### config.mk
export PLATFORM = sky130hd
export DESIGN_NAME = rx_packet_buffer_sched_flat
export DESIGN_NICKNAME = d
export VERILOG_FILES = /design/src/rtl/rx_packet_buffer_sched_if.sv /design/src/rtl/rx_packet_buffer_sched.sv /design/src/flat_wrapper.sv
export SDC_FILE = /design/constraint.sdc
export NUM_CORES = 1
export LEC_CHECK = 0
export CAP_MARGIN = 20
export CORE_ASPECT_RATIO = 0.9
export CORE_MARGIN = 5
export CORE_UTILIZATION = 45
export CTS_CLUSTER_SIZE = 12
export DETAILED_ROUTE_END_ITERATION = 10
export GPL_ROUTABILITY_DRIVEN = 0
export PLACE_DENSITY = 0.91
export SYNTH_ARGS = -nofsm -noshare
export SYNTH_HDL_FRONTEND = slang
export SYNTH_SLANG_ARGS = --single-unit
export TNS_END_PERCENT = 30
### constraint.sdc
create_clock -name clk16x -period 4.3 [get_ports clk16x]
set_input_delay 0.43 -clock clk16x [delete_from_list [all_inputs] [get_ports clk16x]]
set_output_delay 0.43 -clock clk16x [all_outputs]
set_load 0.05 [all_outputs]
### src/rtl/rx_packet_buffer_sched_if.sv
// Bundles the decoder write strobes, processor read strobes, FIFO-bank
// controls and status outputs of the RX packet buffer scheduler.
interface rx_packet_buffer_sched_if #(
  parameter int unsigned NUM_FIFOS = 4,
  parameter int unsigned PTR_W     = 2
);
  logic                 wr_sop;
  logic                 wr_valid;
  logic                 wr_eop;
  logic                 wr_abort;
  logic                 rd_req;
  logic                 rd_pkt_done;
  logic [NUM_FIFOS-1:0] rx_fifo_empty;
  logic [NUM_FIFOS-1:0] irx_fifo_wr_en;
  logic [NUM_FIFOS-1:0] irx_fifo_rd_en;
  logic [NUM_FIFOS-1:0] fifo_flush;
  logic [PTR_W-1:0]     readfifo_write_ptr;
  logic [PTR_W-1:0]     readfifo_read_ptr;
  logic [7:0]           rx_packet_depth;
  logic                 rx_packet_avail;
  logic                 rx_fifo_overflow;
  logic                 rx_fifo_underrun;
  logic                 rx_pkt_discard;

  // Decoder/processor/bank side: drives strobes and empty flags.
  modport master (
    output wr_sop, wr_valid, wr_eop, wr_abort, rd_req, rd_pkt_done, rx_fifo_empty,
    input  irx_fifo_wr_en, irx_fifo_rd_en, fifo_flush, readfifo_write_ptr,
           readfifo_read_ptr, rx_packet_depth, rx_packet_avail, rx_fifo_overflow,
           rx_fifo_underrun, rx_pkt_discard
  );

  // Scheduler side.
  modport slave (
    input  wr_sop, wr_valid, wr_eop, wr_abort, rd_req, rd_pkt_done, rx_fifo_empty,
    output irx_fifo_wr_en, irx_fifo_rd_en, fifo_flush, readfifo_write_ptr,
           readfifo_read_ptr, rx_packet_depth, rx_packet_avail, rx_fifo_overflow,
           rx_fifo_underrun, rx_pkt_discard
  );
endinterface

### src/rtl/rx_packet_buffer_sched.sv
// RX packet buffer scheduler: steers each decoded packet into one whole FIFO
// of the bank, hands committed packets to the processor in order, tracks the
// committed-packet count and flushes aborted or released buffers.
module rx_packet_buffer_sched #(
  parameter int unsigned NUM_FIFOS = 4,
  parameter int unsigned PTR_W     = 2
) (
  input logic                     clk16x,
  input logic                     reset_n,
  rx_packet_buffer_sched_if.slave bus
);
  localparam logic [PTR_W:0] FULL = (PTR_W+1)'(NUM_FIFOS);

  typedef enum logic [1:0] {W_IDLE, W_FILL, W_DROP} wstate_t;

  wstate_t              state, state_nxt;
  logic [PTR_W-1:0]     write_ptr, read_ptr;
  logic [PTR_W:0]       count;
  logic                 count_nz;
  logic                 commit, wr_flush, overflow_nxt;
  logic                 rd_ok, underrun_nxt, release_pkt;
  logic [NUM_FIFOS-1:0] wr_en, rd_en, flush_nxt;
  logic [NUM_FIFOS-1:0] flush_q;
  logic                 discard_q, overflow_q, underrun_q, avail_q;
  logic [7:0]           depth_q;

  assign count_nz = (count != '0);

  // Write FSM next state, combinational write enable and commit/flush decode.
  always_comb begin
    state_nxt    = state;
    wr_en        = '0;
    commit       = 1'b0;
    wr_flush     = 1'b0;
    overflow_nxt = 1'b0;
    case (state)
      W_IDLE: begin
        if (bus.wr_sop) begin
          if (count == FULL) begin
            state_nxt    = W_DROP;
            overflow_nxt = 1'b1;
          end else begin
            state_nxt = W_FILL;
          end
        end
      end
      W_FILL: begin
        wr_en[write_ptr] = bus.wr_valid;
        if (bus.wr_abort) begin
          wr_flush  = 1'b1;
          state_nxt = W_IDLE;
        end else if (bus.wr_eop) begin
          commit    = 1'b1;
          state_nxt = W_IDLE;
        end else if (bus.wr_sop) begin
          // Missing eop: discard the partial packet, restart in the same FIFO.
          wr_flush = 1'b1;
        end
      end
      W_DROP: begin
        if (bus.wr_eop || bus.wr_abort) state_nxt = W_IDLE;
      end
      default: state_nxt = W_IDLE;
    endcase
  end

  // Read-side enable, underrun/release decode and merged flush vector.
  always_comb begin
    rd_en = '0;
    rd_ok = count_nz & ~bus.rx_fifo_empty[read_ptr];
    if (bus.rd_req && rd_ok) rd_en[read_ptr] = 1'b1;
    underrun_nxt = bus.rd_req & ~rd_ok;
    release_pkt  = bus.rd_pkt_done & count_nz;
    flush_nxt = '0;
    if (wr_flush)    flush_nxt[write_ptr] = 1'b1;
    if (release_pkt) flush_nxt[read_ptr]  = 1'b1;
  end

  // Write FSM state register.
  always_ff @(posedge clk16x or negedge reset_n) begin
    if (!reset_n) state <= W_IDLE;
    else          state <= state_nxt;
  end

  // Buffer pointers and committed-packet count.
  always_ff @(posedge clk16x or negedge reset_n) begin
    if (!reset_n) begin
      write_ptr <= '0;
      read_ptr  <= '0;
      count     <= '0;
    end else begin
      if (commit)      write_ptr <= write_ptr + 1'b1;
      if (release_pkt) read_ptr  <= read_ptr + 1'b1;
      case ({commit, release_pkt})
        2'b10:   if (count != FULL) count <= count + 1'b1;
        2'b01:   count <= count - 1'b1;
        default: count <= count;
      endcase
    end
  end

  // Registered status pulses and depth/availability.
  always_ff @(posedge clk16x or negedge reset_n) begin
    if (!reset_n) begin
      flush_q    <= '0;
      discard_q  <= 1'b0;
      overflow_q <= 1'b0;
      underrun_q <= 1'b0;
      depth_q    <= '0;
      avail_q    <= 1'b0;
    end else begin
      flush_q    <= flush_nxt;
      discard_q  <= wr_flush;
      overflow_q <= overflow_nxt;
      underrun_q <= underrun_nxt;
      depth_q    <= 8'(count);
      avail_q    <= count_nz;
    end
  end

  assign bus.irx_fifo_wr_en     = wr_en;
  assign bus.irx_fifo_rd_en     = rd_en;
  assign bus.fifo_flush         = flush_q;
  assign bus.readfifo_write_ptr = write_ptr;
  assign bus.readfifo_read_ptr  = read_ptr;
  assign bus.rx_packet_depth    = depth_q;
  assign bus.rx_packet_avail    = avail_q;
  assign bus.rx_fifo_overflow   = overflow_q;
  assign bus.rx_fifo_underrun   = underrun_q;
  assign bus.rx_pkt_discard     = discard_q;
endmodule

### src/flat_wrapper.sv
// flat-port wrapper written by rule: the top's interface ports become plain ports
module rx_packet_buffer_sched_flat 
#(
  parameter int unsigned NUM_FIFOS = 4,
  parameter int unsigned PTR_W     = 2
)
  (clk16x, reset_n, bus_wr_sop, bus_wr_valid, bus_wr_eop, bus_wr_abort, bus_rd_req, bus_rd_pkt_done, bus_rx_fifo_empty, bus_irx_fifo_wr_en, bus_irx_fifo_rd_en, bus_fifo_flush, bus_readfifo_write_ptr, bus_readfifo_read_ptr, bus_rx_packet_depth, bus_rx_packet_avail, bus_rx_fifo_overflow, bus_rx_fifo_underrun, bus_rx_pkt_discard);
  rx_packet_buffer_sched_if #(.NUM_FIFOS(NUM_FIFOS), .PTR_W(PTR_W)) bus_i ();
  input logic clk16x;
  input logic reset_n;
  input wire logic [$bits(bus_i.wr_sop)-1:0] bus_wr_sop;
  input wire logic [$bits(bus_i.wr_valid)-1:0] bus_wr_valid;
  input wire logic [$bits(bus_i.wr_eop)-1:0] bus_wr_eop;
  input wire logic [$bits(bus_i.wr_abort)-1:0] bus_wr_abort;
  input wire logic [$bits(bus_i.rd_req)-1:0] bus_rd_req;
  input wire logic [$bits(bus_i.rd_pkt_done)-1:0] bus_rd_pkt_done;
  input wire logic [$bits(bus_i.rx_fifo_empty)-1:0] bus_rx_fifo_empty;
  output wire logic [$bits(bus_i.irx_fifo_wr_en)-1:0] bus_irx_fifo_wr_en;
  output wire logic [$bits(bus_i.irx_fifo_rd_en)-1:0] bus_irx_fifo_rd_en;
  output wire logic [$bits(bus_i.fifo_flush)-1:0] bus_fifo_flush;
  output wire logic [$bits(bus_i.readfifo_write_ptr)-1:0] bus_readfifo_write_ptr;
  output wire logic [$bits(bus_i.readfifo_read_ptr)-1:0] bus_readfifo_read_ptr;
  output wire logic [$bits(bus_i.rx_packet_depth)-1:0] bus_rx_packet_depth;
  output wire logic [$bits(bus_i.rx_packet_avail)-1:0] bus_rx_packet_avail;
  output wire logic [$bits(bus_i.rx_fifo_overflow)-1:0] bus_rx_fifo_overflow;
  output wire logic [$bits(bus_i.rx_fifo_underrun)-1:0] bus_rx_fifo_underrun;
  output wire logic [$bits(bus_i.rx_pkt_discard)-1:0] bus_rx_pkt_discard;
  assign bus_i.wr_sop = bus_wr_sop;
  assign bus_i.wr_valid = bus_wr_valid;
  assign bus_i.wr_eop = bus_wr_eop;
  assign bus_i.wr_abort = bus_wr_abort;
  assign bus_i.rd_req = bus_rd_req;
  assign bus_i.rd_pkt_done = bus_rd_pkt_done;
  assign bus_i.rx_fifo_empty = bus_rx_fifo_empty;
  assign bus_irx_fifo_wr_en = bus_i.irx_fifo_wr_en;
  assign bus_irx_fifo_rd_en = bus_i.irx_fifo_rd_en;
  assign bus_fifo_flush = bus_i.fifo_flush;
  assign bus_readfifo_write_ptr = bus_i.readfifo_write_ptr;
  assign bus_readfifo_read_ptr = bus_i.readfifo_read_ptr;
  assign bus_rx_packet_depth = bus_i.rx_packet_depth;
  assign bus_rx_packet_avail = bus_i.rx_packet_avail;
  assign bus_rx_fifo_overflow = bus_i.rx_fifo_overflow;
  assign bus_rx_fifo_underrun = bus_i.rx_fifo_underrun;
  assign bus_rx_pkt_discard = bus_i.rx_pkt_discard;
  rx_packet_buffer_sched #(.NUM_FIFOS(NUM_FIFOS), .PTR_W(PTR_W)) u_core (.clk16x(clk16x), .reset_n(reset_n), .bus(bus_i));
endmodule
Yosys cells after proc, flatten, opt, wreduce, memory -nomap -nowiden:

Index checks and enable logic that the tools add are counted.

* output and inout port bits: 28
* logic and storage cells: 72
* register bits after elaboration: 20
* input port bits: 12

* add/subtract/negate cells: 4
* mux-type cells: 28
* magnitude comparators: 4
* bitwise gates (word level): 7
* equal/unequal tests: 10
* reductions and logical operators: 9

Operators by type and width (count)
* 2-to-1 mux 4 bit: 4
* 2-to-1 mux 1 bit: 13
* 2-to-1 mux 2 bit: 5
* < comparator 2 x 3 -> 1 bit (second input constant): 2
* inequality test 3 bit (second input constant): 2
* case mux 2 bit (3 select lines): 1
* case mux 3 bit (2 select lines): 1
* adder 2 x 1 -> 2 bit (second input constant): 2
* AND 4 bit: 1
* demux 1 bit (select 2 bit): 2
* == test 2 x 1 -> 1 bit (second input constant): 2
* == test 2 bit (second input constant): 2
* greater-or-equal comparator 2 x 1 -> 1 bit (second input constant): 2
* inequality test 2 x 1 -> 1 bit (second input constant): 2
* OR 4 bit: 1
* adder 3 x 1 -> 3 bit (second input constant): 1
* AND 1 bit: 3
* == test 3 bit (second input constant): 1
* logical AND 1 bit: 3
* 2-to-1 mux 3 bit: 1
* AND reduction 3 bit: 1
* nonzero test 3 bit: 1
* subtractor 3 x 1 -> 3 bit (second input constant): 1
* binary-select mux 1 bit (select 2 bit): 1
* 6 further kinds: 7

Logic depth before layout (Yosys ltp):

* word-level depth: 7
* mapped depth: 7

Least setup slack after synthesis:

No wires, ideal clock.

* path type: register to output
* start: register u_core.read_ptr[0] (netlist: u_core.bus.readfifo_read_ptr[0])
* end: output bus_irx_fifo_rd_en[0]
* path slack: 1973 ps
* arrival time: 1897 ps
* buffers on the path: 0
* cell stages (with the launch flop): 4
* data required time: 3870 ps
* cells stage by stage: dfrtp_1 -> mux4_2 -> nor2_1 -> and3_1

* longest elaborated chain between the ends: 6
* elaborated cells between the ends (all ways): 11
* those cells by class: 2 x order compare; 5 x mux; 2 x bitwise; 2 x reduce/logical

RTL lines
* start: declaration: line rx_packet_buffer_sched.sv:17 `logic [PTR_W-1:0] write_ptr, read_ptr;`
* start signal: assignment: line rx_packet_buffer_sched.sv:93 `if (release_pkt) read_ptr <= read_ptr + 1'b1;`
* parallel branches: the longest is 5 deep, another holds < comparator 2 x 3 -> 1 bit
* 2-to-1 mux 4 bit (*): line rx_packet_buffer_sched.sv:71 `if (bus.rd_req && rd_ok) rd_en[read_ptr] = 1'b1;`
* end: declaration: line flat_wrapper.sv:19 `output wire logic [$bits(bus_i.irx_fifo_rd_en)-1:0] bus_irx_fifo_rd_en;`

Mark *: on every way between the ends. The select of a mux whose other input is x is not followed.

Worst setup path in the final report:

* start: input bus_rx_fifo_empty[1]
* end: output bus_irx_fifo_rd_en[0]

* longest elaborated chain between the ends: 6

RTL lines
* start: declaration: line flat_wrapper.sv:17 `input wire logic [$bits(bus_i.rx_fifo_empty)-1:0] bus_rx_fifo_empty;`
* binary-select mux 1 bit (select 2 bit): line rx_packet_buffer_sched.sv:70 `rd_ok = count_nz & ~bus.rx_fifo_empty[read_ptr];`
* 2-to-1 mux 1 bit (not written as such): line rx_packet_buffer_sched.sv:70
* inverter 1 bit: line rx_packet_buffer_sched.sv:70
* AND 1 bit: line rx_packet_buffer_sched.sv:70
* logical AND 1 bit: line rx_packet_buffer_sched.sv:71
* 2-to-1 mux 4 bit: line rx_packet_buffer_sched.sv:71

Every way passes these cells. The select of a mux whose other input is x is not followed.

==> flow_summary.toml <==
[clock_tree]
cts_tree = "done"
clk_pin_slew_ns = 0.10
ctsRootBufferMaster = "clkbuf_4"
cts_resized = 0
clk_latency_ns = 0.30
cts_made_buffers = 3
postCtsSetupRepairBufs = 0
htree_levels = 1
clockBufferDepth = 2
cts.sinks = 20
ctsHoldBuffers = 0

[yosys]
yosys_warnings = 0
synth_top_flop_cell = "dfrtp_1"
async_flop_share = 1.00
synth-edff-count = 0
ys_seq_area_frac = 0.481
yosysUniqueCellTypes = 26
synth_seq_cells = 20
syn_inst = 88
synth.avg_cell_area_um2 = 11.8
synth_area_um2 = 1040

[setup_path]
path_cells = "clkdlybuf4s50_1 > mux4_2 > nor2_1 > and3_1 > clkdlybuf4s50_1"
r2r_setup_slack_ns = 2.28
worstSetupPathType = "in2out"
worst_path_max_delay_cell = "clkdlybuf4s50_1"
critPathRequiredTime_ns = 3.87
startpoint_type = "input pin"
crit_path_max_fanout = 5
crit_path_frequent_cell = "clkdlybuf4s50_1"
crit_arrival_ns = 2.58
cp_slowest_stage_delay_ns = 0.81
end_kind = "output pin"

[timing]
slew_headroom = 0.446
period_minus_slack_ns = 3.01
fin_crit_sh = 0.699
hold_viol = 0
setup_tns_ns = 0
whs_ns = 0.497
drv_slew = 0
setup_violations = 0
fin_skew_ns = 0.00407
tightest_slew_ns = 0.829
max_freq_mhz = 333
rsz0062_at_grt = "no"
setup_ws_ns = 1.29

[final_layout]
multi_input_area_um2 = 475
drive_gt1_frac = 0.0976
fin_util = 0.637
final_common_cell = "clkdlybuf4s50_1"
design_area_um2 = 1400
final_cell_mix = "clkdlybuf4s50_1, dfrtp_1, inv_1, and3_1, ha_1"
regArea_um2 = 500
fillers = 179
area_growth_pct = 34.9
final_net_count = 146
fin_cells = 150
antenna_cells = 0

[placement]
numPortBuffers = 34
dp_slack_ns = 1.34
dpl_cell_area_um2 = 1380
detailed_place_hpwl_um = 1770
dp.cells = 147

[grt]
grt_overflow = 0
grt_pass1_wl_um = 3830
grt_max_degree = 21
antenna_found_initial = 0
grt_pass1_vias = 808
grt_usage = 0.149

[job]
max_cap_violations = 0

[status]
status = "complete, no violations"

[detailed_routing]
drc = 0
vias_per_cell = 5.15
via_count = 773
ant_nets = 0
drt_iter0_markers = 15
postRouteWirelength_um = 2210
dr.pass1.iters = 3
wl_per_cell_um = 14.7

[power]
power.density_nw_per_um2 = 803
leakage_nw = 0.657
total_power_mw = 1.13
peakVddDrop_mv = 0.522

[floorplan]
fp.dieH_um = 55.6
fp.dieArea_um2 = 3370
ios = 40
die_w_um = 60.7
rows = 16
fp.coreArea_um2 = 2200
initial_core_util = 0.472

[hold_path]
hold_path_class = "reg2reg"
registers in the layout, indices dropped and copies added, names as in the netlist:
name,cells
u_core.bus.fifo_flush,4
u_core.bus.readfifo_read_ptr,2
u_core.bus.readfifo_write_ptr,2
u_core.bus.rx_fifo_overflow,1
u_core.bus.rx_fifo_underrun,1
u_core.bus.rx_packet_avail,1
u_core.bus.rx_packet_depth,3
u_core.bus.rx_pkt_discard,1
u_core.count,3
u_core.state,2
area by class of cell:
cell class,count,share of cell area
sequential,20,0.357
clock buffer,3,0.0161
timing repair buffer,34,0.243
tap,27,0.0241
multi-input combinational,58,0.339
inverter,8,0.0214
cells by family after synthesis:
logic type | synth area share
other cells | 0.00361
fa+ha+maj | 0.116
buf+inv | 0.0758
mux | 0.0409
xor+xnor | 0.0337
compound gates | 0.0734
flops | 0.481
simple gates | 0.176
per-layer routing:
layer	GRT usage	routed length [um]
met5	0	0
met4	0.0650	49
met3	0.0186	155
met2	0.247	1120
met1	0.187	889
report_power, final:
part	internal (mW)	switching (mW)	total (mW)
logic	0.254	0.446	0.700
registers	0.270	0.0696	0.340
clock network	0.0327	0.0547	0.0874
total	0.557	0.570	1.13
Yosys cell counts (2+ instances only):
library cell	instances	area share
nor2_1	5	0.018
and3_1	8	0.048
nor3_1	2	0.0096
a21oi_1	2	0.0096
o21ai_0	2	0.0096
nor3b_1	2	0.014
mux2i_1	2	0.019
nor2b_1	3	0.018
a22o_2	4	0.039
ha_1	8	0.096
buf_4	5	0.036
xnor2_1	4	0.034
inv_1	8	0.029
dfrtp_1	20	0.48
nand2_1	2	0.0072
worst paths after layout:
kind | start | to | cells after the start
worst max-delay path | bus_rx_fifo_empty[1] | bus_irx_fifo_rd_en[0] | 5
worst min-delay path | u_core.count[1] | u_core.bus.rx_packet_depth[1] | 0
worst max register to register | u_core.count[0] | u_core.count[2] | 6
worst min register to register | u_core.count[1] | u_core.bus.rx_packet_depth[1] | 0
max in group asynchronous | reset_n | u_core.state[1] | 1
min in group asynchronous | reset_n | u_core.bus.rx_pkt_discard | 1
worst max-delay path: cells and delay by family:
family        cells  cell delay (ns)
simple gates      2             0.45
buf+inv           2             1.23
mux               1             0.46
Note: power is estimated with default switching activity, not from simulation.
